File: src/rtl/scmp_bus_pak.sv
// Shared types and constants for the SC/MP bus target: FSM states, status flag
// positions, bus widths and the backing-store command payload.
package scmp_bus_pak;

   localparam int unsigned BT_ADDR_W     = 16;
   localparam int unsigned BT_PIN_ADDR_W = 12;
   localparam int unsigned BT_DATA_W     = 8;
   localparam int unsigned BT_FLAG_W     = 4;
   localparam int unsigned BT_WAIT_W     = 4;
   localparam int unsigned BT_WAIT_MAX   = 15;

   // Position of each status flag in lat_flags / bus_d_i[7:4]
   localparam int unsigned BT_FLAG_H = 3;
   localparam int unsigned BT_FLAG_D = 2;
   localparam int unsigned BT_FLAG_I = 1;
   localparam int unsigned BT_FLAG_R = 0;

   typedef enum logic [2:0] {
      BT_IDLE,
      BT_ADDR,
      BT_SKIP,
      BT_RD_REQ,
      BT_WR_REQ,
      BT_WAIT,
      BT_RD_DRV,
      BT_WR_END
   } BT_STATE_t;

   typedef struct packed {
      logic                 we;
      logic [BT_ADDR_W-1:0] addr;
      logic [BT_DATA_W-1:0] wdata;
   } bt_mem_cmd_t;

endpackage

File: src/rtl/scmp_bus_target_if.sv
// Core pin bundle plus synchronous backing-store port seen by one bus target.
interface scmp_bus_target_if;
   import scmp_bus_pak::*;

   logic [BT_PIN_ADDR_W-1:0] bus_addr;
   logic [BT_DATA_W-1:0]     bus_d_i;
   logic [BT_DATA_W-1:0]     bus_d_o;
   logic                     bus_d_oe;
   logic                     ADS_n;
   logic                     RD_n;
   logic                     WR_n;
   logic                     hold;
   logic                     mem_req;
   logic                     mem_we;
   logic [BT_ADDR_W-1:0]     mem_addr;
   logic [BT_DATA_W-1:0]     mem_wdata;
   logic [BT_DATA_W-1:0]     mem_rdata;
   logic                     mem_ack;

   modport slave (
      input  bus_addr, bus_d_i, ADS_n, RD_n, WR_n, mem_rdata, mem_ack,
      output bus_d_o, bus_d_oe, hold, mem_req, mem_we, mem_addr, mem_wdata
   );

   modport master (
      output bus_addr, bus_d_i, ADS_n, RD_n, WR_n, mem_rdata, mem_ack,
      input  bus_d_o, bus_d_oe, hold, mem_req, mem_we, mem_addr, mem_wdata
   );

endinterface

File: src/rtl/scmp_wait_ctr.sv
// Wait-state counter: loads a count, decrements once per cycle, and raises a
// registered done flag once the count has been used up.
module scmp_wait_ctr
   import scmp_bus_pak::*;
(
   input  logic                 clk,
   input  logic                 rst,
   input  logic                 load,
   input  logic [BT_WAIT_W-1:0] load_val,
   input  logic                 dec,
   output logic                 done
);

   logic [BT_WAIT_W-1:0] cnt_q;

   // done tracks "count is zero" so the caller sees it on the same edge the count lands there
   always_ff @(posedge clk or posedge rst) begin
      if (rst) begin
         cnt_q <= '0;
         done  <= 1'b0;
      end else if (load) begin
         cnt_q <= load_val;
         done  <= (load_val == '0);
      end else if (dec && !done) begin
         cnt_q <= cnt_q - BT_WAIT_W'(1);
         done  <= (cnt_q == BT_WAIT_W'(1));
      end
   end

endmodule

File: src/rtl/scmp_bus_target.sv
// SC/MP external-bus responder: latches address/flags at ADS_n, turns selected
// read/write cycles into req/ack store accesses and stretches the cycle with hold.
module scmp_bus_target
   import scmp_bus_pak::*;
#(
   parameter logic [BT_ADDR_W-1:0] SEL_BASE    = 16'h0000,
   parameter logic [BT_ADDR_W-1:0] SEL_MASK    = 16'h0000,
   parameter int unsigned          WAIT_STATES = 0
) (
   input  logic                  clk,
   input  logic                  rst,
   scmp_bus_target_if.slave      bus,
   output logic [BT_ADDR_W-1:0]  lat_addr,
   output logic [BT_FLAG_W-1:0]  lat_flags,
   output logic                  halt,
   output logic                  err
);

   if (WAIT_STATES > BT_WAIT_MAX) begin : g_bad_wait
      $error("scmp_bus_target: WAIT_STATES must be 0..15");
   end

   localparam bit HAS_WAIT = (WAIT_STATES != 0);
   localparam logic [BT_WAIT_W-1:0] WAIT_LOAD =
      BT_WAIT_W'((WAIT_STATES > 0) ? (WAIT_STATES - 1) : 0);

   BT_STATE_t state_q, state_nx;

   logic [BT_DATA_W-1:0] d_o_q, d_o_nx;
   logic                 oe_q, oe_nx;
   logic                 hold_q, hold_nx;
   logic                 req_q, req_nx;
   bt_mem_cmd_t          cmd_q, cmd_nx;
   logic [BT_ADDR_W-1:0] lat_addr_q, lat_addr_nx;
   logic [BT_FLAG_W-1:0] lat_flags_q, lat_flags_nx;
   logic                 halt_q, halt_nx;
   logic                 err_q, err_nx;

   logic                 cnt_load, cnt_dec, cnt_done;

   logic [BT_ADDR_W-1:0] pin_addr;
   logic                 sel, rd_only, wr_only, rd_wr;

   assign pin_addr = {bus.bus_d_i[BT_FLAG_W-1:0], bus.bus_addr};
   assign sel      = ((pin_addr & SEL_MASK) == SEL_BASE);
   assign rd_only  = !bus.RD_n &&  bus.WR_n;
   assign wr_only  =  bus.RD_n && !bus.WR_n;
   assign rd_wr    = !bus.RD_n && !bus.WR_n;

   scmp_wait_ctr u_wait_ctr (
      .clk      (clk),
      .rst      (rst),
      .load     (cnt_load),
      .load_val (WAIT_LOAD),
      .dec      (cnt_dec),
      .done     (cnt_done)
   );

   // State and output registers
   always_ff @(posedge clk or posedge rst) begin
      if (rst) begin
         state_q     <= BT_IDLE;
         d_o_q       <= '0;
         oe_q        <= 1'b0;
         hold_q      <= 1'b0;
         req_q       <= 1'b0;
         cmd_q       <= '0;
         lat_addr_q  <= '0;
         lat_flags_q <= '0;
         halt_q      <= 1'b0;
         err_q       <= 1'b0;
      end else begin
         state_q     <= state_nx;
         d_o_q       <= d_o_nx;
         oe_q        <= oe_nx;
         hold_q      <= hold_nx;
         req_q       <= req_nx;
         cmd_q       <= cmd_nx;
         lat_addr_q  <= lat_addr_nx;
         lat_flags_q <= lat_flags_nx;
         halt_q      <= halt_nx;
         err_q       <= err_nx;
      end
   end

   // Next-state logic
   always_comb begin
      state_nx = state_q;
      case (state_q)
         BT_IDLE:   if (!bus.ADS_n) state_nx = sel ? BT_ADDR : BT_SKIP;
         BT_ADDR: begin
            if (rd_only)      state_nx = BT_RD_REQ;
            else if (wr_only) state_nx = BT_WR_REQ;
            else if (rd_wr)   state_nx = BT_SKIP;
         end
         BT_RD_REQ: if (bus.mem_ack) state_nx = HAS_WAIT ? BT_WAIT : BT_RD_DRV;
         BT_WR_REQ: if (bus.mem_ack) state_nx = HAS_WAIT ? BT_WAIT : BT_WR_END;
         BT_WAIT:   if (cnt_done) state_nx = cmd_q.we ? BT_WR_END : BT_RD_DRV;
         BT_RD_DRV: if (bus.RD_n) state_nx = BT_IDLE;
         BT_WR_END: if (bus.WR_n) state_nx = BT_IDLE;
         BT_SKIP:   if (bus.RD_n && bus.WR_n) state_nx = BT_IDLE;
         default:   state_nx = BT_IDLE;
      endcase
   end

   // Output logic: next values for the output registers
   always_comb begin
      d_o_nx       = d_o_q;
      oe_nx        = oe_q;
      hold_nx      = hold_q;
      req_nx       = req_q;
      cmd_nx       = cmd_q;
      lat_addr_nx  = lat_addr_q;
      lat_flags_nx = lat_flags_q;
      halt_nx      = 1'b0;
      err_nx       = 1'b0;
      cnt_load     = 1'b0;
      cnt_dec      = 1'b0;

      // A new address strobe is only legal between cycles
      if (!bus.ADS_n && (state_q != BT_IDLE)) err_nx = 1'b1;

      case (state_q)
         BT_IDLE: begin
            if (!bus.ADS_n) begin
               lat_addr_nx  = pin_addr;
               lat_flags_nx = bus.bus_d_i[BT_DATA_W-1:BT_FLAG_W];
               halt_nx      = sel && bus.bus_d_i[BT_FLAG_W + BT_FLAG_H];
            end
         end
         BT_ADDR: begin
            if (rd_only || wr_only) begin
               req_nx       = 1'b1;
               hold_nx      = 1'b1;
               cmd_nx.we    = wr_only;
               cmd_nx.addr  = lat_addr_q;
               if (wr_only) cmd_nx.wdata = bus.bus_d_i;
            end else if (rd_wr) begin
               err_nx = 1'b1;
            end
         end
         BT_RD_REQ, BT_WR_REQ: begin
            if (bus.mem_ack) begin
               req_nx = 1'b0;
               if (state_q == BT_RD_REQ) d_o_nx = bus.mem_rdata;
               if (HAS_WAIT) begin
                  cnt_load = 1'b1;
               end else begin
                  hold_nx = 1'b0;
                  oe_nx   = (state_q == BT_RD_REQ);
               end
            end
         end
         BT_WAIT: begin
            if (cnt_done) begin
               hold_nx = 1'b0;
               oe_nx   = !cmd_q.we;
            end else begin
               cnt_dec = 1'b1;
            end
         end
         BT_RD_DRV: if (bus.RD_n) oe_nx = 1'b0;
         default: ;
      endcase
   end

   assign bus.bus_d_o   = d_o_q;
   assign bus.bus_d_oe  = oe_q;
   assign bus.hold      = hold_q;
   assign bus.mem_req   = req_q;
   assign bus.mem_we    = cmd_q.we;
   assign bus.mem_addr  = cmd_q.addr;
   assign bus.mem_wdata = cmd_q.wdata;
   assign lat_addr      = lat_addr_q;
   assign lat_flags     = lat_flags_q;
   assign halt          = halt_q;
   assign err           = err_q;

endmodule

File: src/flat_wrapper.sv
// flat-port wrapper written by rule: the top's interface ports become plain ports
module scmp_bus_target_flat import scmp_bus_pak::*;
#(
   parameter logic [BT_ADDR_W-1:0] SEL_BASE    = 16'h0000,
   parameter logic [BT_ADDR_W-1:0] SEL_MASK    = 16'h0000,
   parameter int unsigned          WAIT_STATES = 0
)
  (clk, rst, lat_addr, lat_flags, halt, err, bus_bus_addr, bus_bus_d_i, bus_ADS_n, bus_RD_n, bus_WR_n, bus_mem_rdata, bus_mem_ack, bus_bus_d_o, bus_bus_d_oe, bus_hold, bus_mem_req, bus_mem_we, bus_mem_addr, bus_mem_wdata);
  scmp_bus_target_if bus_i ();
  input  logic clk;
  input  logic rst;
  output logic [BT_ADDR_W-1:0] lat_addr;
  output logic [BT_FLAG_W-1:0] lat_flags;
  output logic halt;
  output logic err;
  input wire logic [$bits(bus_i.bus_addr)-1:0] bus_bus_addr;
  input wire logic [$bits(bus_i.bus_d_i)-1:0] bus_bus_d_i;
  input wire logic [$bits(bus_i.ADS_n)-1:0] bus_ADS_n;
  input wire logic [$bits(bus_i.RD_n)-1:0] bus_RD_n;
  input wire logic [$bits(bus_i.WR_n)-1:0] bus_WR_n;
  input wire logic [$bits(bus_i.mem_rdata)-1:0] bus_mem_rdata;
  input wire logic [$bits(bus_i.mem_ack)-1:0] bus_mem_ack;
  output wire logic [$bits(bus_i.bus_d_o)-1:0] bus_bus_d_o;
  output wire logic [$bits(bus_i.bus_d_oe)-1:0] bus_bus_d_oe;
  output wire logic [$bits(bus_i.hold)-1:0] bus_hold;
  output wire logic [$bits(bus_i.mem_req)-1:0] bus_mem_req;
  output wire logic [$bits(bus_i.mem_we)-1:0] bus_mem_we;
  output wire logic [$bits(bus_i.mem_addr)-1:0] bus_mem_addr;
  output wire logic [$bits(bus_i.mem_wdata)-1:0] bus_mem_wdata;
  assign bus_i.bus_addr = bus_bus_addr;
  assign bus_i.bus_d_i = bus_bus_d_i;
  assign bus_i.ADS_n = bus_ADS_n;
  assign bus_i.RD_n = bus_RD_n;
  assign bus_i.WR_n = bus_WR_n;
  assign bus_i.mem_rdata = bus_mem_rdata;
  assign bus_i.mem_ack = bus_mem_ack;
  assign bus_bus_d_o = bus_i.bus_d_o;
  assign bus_bus_d_oe = bus_i.bus_d_oe;
  assign bus_hold = bus_i.hold;
  assign bus_mem_req = bus_i.mem_req;
  assign bus_mem_we = bus_i.mem_we;
  assign bus_mem_addr = bus_i.mem_addr;
  assign bus_mem_wdata = bus_i.mem_wdata;
  scmp_bus_target #(.SEL_BASE(SEL_BASE), .SEL_MASK(SEL_MASK), .WAIT_STATES(WAIT_STATES)) u_core (.clk(clk), .rst(rst), .bus(bus_i), .lat_addr(lat_addr), .lat_flags(lat_flags), .halt(halt), .err(err));
endmodule
File: config.mk
export PLATFORM = sky130hd
export DESIGN_NAME = scmp_bus_target_flat
export DESIGN_NICKNAME = d
export VERILOG_FILES = /design/src/rtl/scmp_bus_pak.sv /design/src/rtl/scmp_bus_target_if.sv /design/src/rtl/scmp_wait_ctr.sv /design/src/rtl/scmp_bus_target.sv /design/src/flat_wrapper.sv
export SDC_FILE = /design/constraint.sdc
export NUM_CORES = 1
export LEC_CHECK = 0
export ABC_AREA = 1
export BUFFER_PORTS_ARGS = -buffer_cell sky130_fd_sc_hd__buf_2
export CORE_MARGIN = 1.5
export CORE_UTILIZATION = 30
export DETAILED_ROUTE_END_ITERATION = 6
export GPL_TIMING_DRIVEN = 0
export PLACE_DENSITY_LB_ADDON = 0.08
export SYNTH_ARGS = -nofsm -noshare
export SYNTH_HDL_FRONTEND = slang
export SYNTH_SLANG_ARGS = --single-unit
File: constraint.sdc
create_clock -name clk -period 6.02 [get_ports clk]
set_clock_uncertainty 0.1 [all_clocks]
set_input_delay 0.602 -clock clk [delete_from_list [all_inputs] [get_ports clk]]
set_output_delay 0.602 -clock clk [all_outputs]
set_load 0.05 [all_outputs]
==> out/results.md <==
• **result of the run** finished clean
• **critical path class** reg2out
• **Avg Vias per Cell** 4.23
• **vias in the first global route** 2240
• **post-synthesis instance total** 290
• **sequence of cells on the critical path** buf_2
• **Post-Synth XOR/XNOR Area** 0.878%
• **synthesis-to-finish area growth** 28.4%
• **number of setup buffers added after CTS** 0
• **path category of the worst min-delay check** in2async
• **filler cell count in the final layout** 1058
• **max-cap check violation count** 0
• **Critical R2R Launch** u_core.state_q[0]
• **Post-Route WL** 6.81 mm
• **simple logic cell fraction of the synthesized area** 20.1%
• **Port Buffer Count** 91
• **average footprint of a synthesized cell** 10.3 um2
• **clock tree from TritonCTS** built
• **worst skew pair latency** 340 ps
• **net count reported at finish** 433
• **Slew @ Worst Pin** 827 ps
• **DR iter-0 viols** 49
• **Ports** 92
• **initial core utilization** 30.8%
• **worst max-slew margin expressed relative to the limit** 44.9%
• **Max Clk Rate** 0.576 GHz
• **final worst path period share** 28.9%
• **antenna diode instance count** 0
• **crit path from** u_core.bus.mem_we
• **crit-path max cell delay** 410 ps
• **number of max-slew violations in the final report** 0
• **portion of netlist area occupied by mux cells** 7.65%
• **remaining antenna violation count** 0
• **Reg clk slew, reported paths** 80 ps
• **worst path arrival time** 1030 ps
• **fraction of the yosys area taken by sequential cells** 55.2%
• **endpoints failing setup** 0
• **worst r2r dst** u_core.lat_addr[5]
• **RSZ-0062 raised after global routing** false
• **maximum number of pins on one net before global-route repair** 67
• **cell type group with the largest total delay on the critical path** flip-flops
• **Setup crit end** bus_mem_we
• **depth of the worst register-to-register path** 5
• **Max clock buf depth** 2
• **count of final hold-check violations** 0
• **Pre-Repair DR Iteration Count** 6
• **first-pass GRT wire length** 11.1 mm
• **number of storage elements in the synthesis netlist** 66
• **H-tree lvl count** 3
• **number of warning messages in the yosys log** 0
• **Netlist Area Pre-Place** 2990 um2
• **area of the core** 9730 um2
• **PostCTS Resize Cnt** 0
• **combinational family with the most area after synthesis** simple AND/OR/NAND/NOR gates
• **min Tclk post-route** 1740 ps
• **critical path depth in cells** 1
• **Syn Nets** 331
• **wire length per cell** 12.9 um
• **setup total negative slack** 0 ps
• **area of the die** 10600 um2
• **global placer's final weighted congestion** 0.796
• **number of buffers created by CTS** 9
• **overflow left after global routing** 0
• **post-detailed-placement half-perimeter wirelength** 4.80 mm
• **share of layout cells above drive strength 1** 40.1%
• **number of distinct standard cells referenced by the synthesized netlist** 26
• **Vias** 2243
• **vertical die dimension** 103 um
• **number of remaining DRC errors** 0
• **data required time of the critical path** 5320 ps
• **number of buffer and inverter stages on the critical path** 1
• **biggest area consumer among synthesized cells** dfrtp_1
• **complex-gate fraction of the synthesized area** 6.39%
• **clock tree root driver cell** clkbuf_8
• **crit start category** register
• **Total Routing Usage GR** 13.9%
• **cell types occupying the most area after synthesis** dfrtp_1, nand2_1, mux2_4, inv_1, ha_1
• **width of the die** 103 um
• **Worst Setup End Kind** primary output
• **top fanout value on the critical path** 4
• **# rows** 36
• **initial antenna violation count** 0
• **number of clock sinks** 66
• **R2R Setup Slk** 4490 ps
• **arithmetic-cell share of the synthesized area counting full adders, half adders and majority gates** 2.93%
• **slowest stage cell on the critical path** dfrtp_1
• **fraction of synthesized cell area taken by the top area cell type** 55.2%
• **CTS Hold Buffers Added** 0
[stage by stage]
| stage | hold slack [ps] | utilization (%) | setup slack [ps] | std cells | cell area (um2) |
|---|---|---|---|---|---|
| detailed placement | 353 | 37.2 | 3980 | 514 | 3620 |
| floorplan | 338 | - | 3660 | 290 | 2990 |
| global placement | 350 | 37.2 | 2630 | 514 | 3620 |
| CTS | 360 | 39.5 | 4240 | 530 | 3840 |
| global route | 364 | 39.5 | 4200 | 530 | 3840 |
| finish | 323 | 39.5 | 4280 | 530 | 3840 |
[metal layers]
metal | GRT usage (%) | up-vias | part of all wire (%)
li1 | - | 1118 | -
met2 | 21.7 | 62 | 47
met5 | 0 | - | 0
met3 | 5.08 | 8 | 6.8
met4 | 4.68 | 0 | 1.3
met1 | 17.9 | 1055 | 45
[worst min-delay path by stage]
stage                                start                     end  slack, ps  cells past startpoint
floorplan           u_core.u_wait_ctr.done  u_core.u_wait_ctr.done        340                      2
global placement    u_core.bus.mem_addr[6]  u_core.bus.mem_addr[6]        350                      2
detailed placement     u_core.bus.bus_d_oe     u_core.bus.bus_d_oe        350                      2
CTS                                    rst       u_core.state_q[1]        360                      2
global route              bus_mem_rdata[5]   u_core.bus.bus_d_o[5]        360                      2
finish                                 rst       u_core.state_q[1]        320                      2
[flip-flops by register name, indices dropped and copies added, names as in the netlist, 3 cells and up]
name,flops
u_core.bus.mem_wdata,8
u_core.bus.bus_d_o,8
u_core.lat_flags,4
u_core.state_q,3
u_core.u_wait_ctr.cnt_q,4
u_core.bus.mem_addr,16
u_core.lat_addr,16
[Yosys cell counts (all sizes together)]
cell	instances
nand2	86
nor2	18
o22ai	1
ha	7
xor2	3
buf	9
nand4	2
nand3	18
a21oi	4
mux2	16
o21ai	27
dfrtp	66
inv	33
[final cells by class]
class / count / area (um2) / area share (%)
multi-input combinational: 182 / 1140 / 29.6
buffer: 9 / 78.8 / 2.05
inverter: 33 / 129 / 3.35
clock inverter: 6 / 88.8 / 2.31
tap: 133 / 166 / 4.33
sequential: 66 / 1650 / 43.0
timing repair buffer: 91 / 455 / 11.8
clock buffer: 10 / 138 / 3.58
[logic make-up after synthesis]
| kind of cell | after synthesis |
|---|---|
| xor+xnor | 3 |
| simple gates | 124 |
| flops | 66 |
| compound gates | 32 |
| mux | 16 |
| fa+ha+maj | 7 |
| buf+inv | 42 |
[placed cells by master (no fill, tap or decap)]
cell type,Yosys,layout
nand2_4,3,3
clkinv_2,0,1
inv_2,3,3
clkbuf_8,0,10
buf_6,5,5
o21ai_2,8,8
clkinvlp_4,0,2
bufinv_16,0,2
dfrtp_1,66,66
inv_1,29,28
xor2_1,3,3
nand2_1,80,80
a21oi_1,4,4
nand2_2,3,3
nand3_1,16,16
nand3_4,1,1
buf_4,1,1
nor2_4,4,4
o21ai_1,4,4
nand3_2,1,1
o21ai_0,15,15
buf_2,3,94
o22ai_1,1,1
nor2_1,12,12
ha_1,7,7
nand4_1,2,2
inv_4,1,2
mux2_4,13,13
nor2_8,2,2
inv_6,0,1
mux2_2,3,3
Power is left out: the tool's default activity adds up to more than one toggle a clock period on the data nets, which glitch-free logic cannot reach.
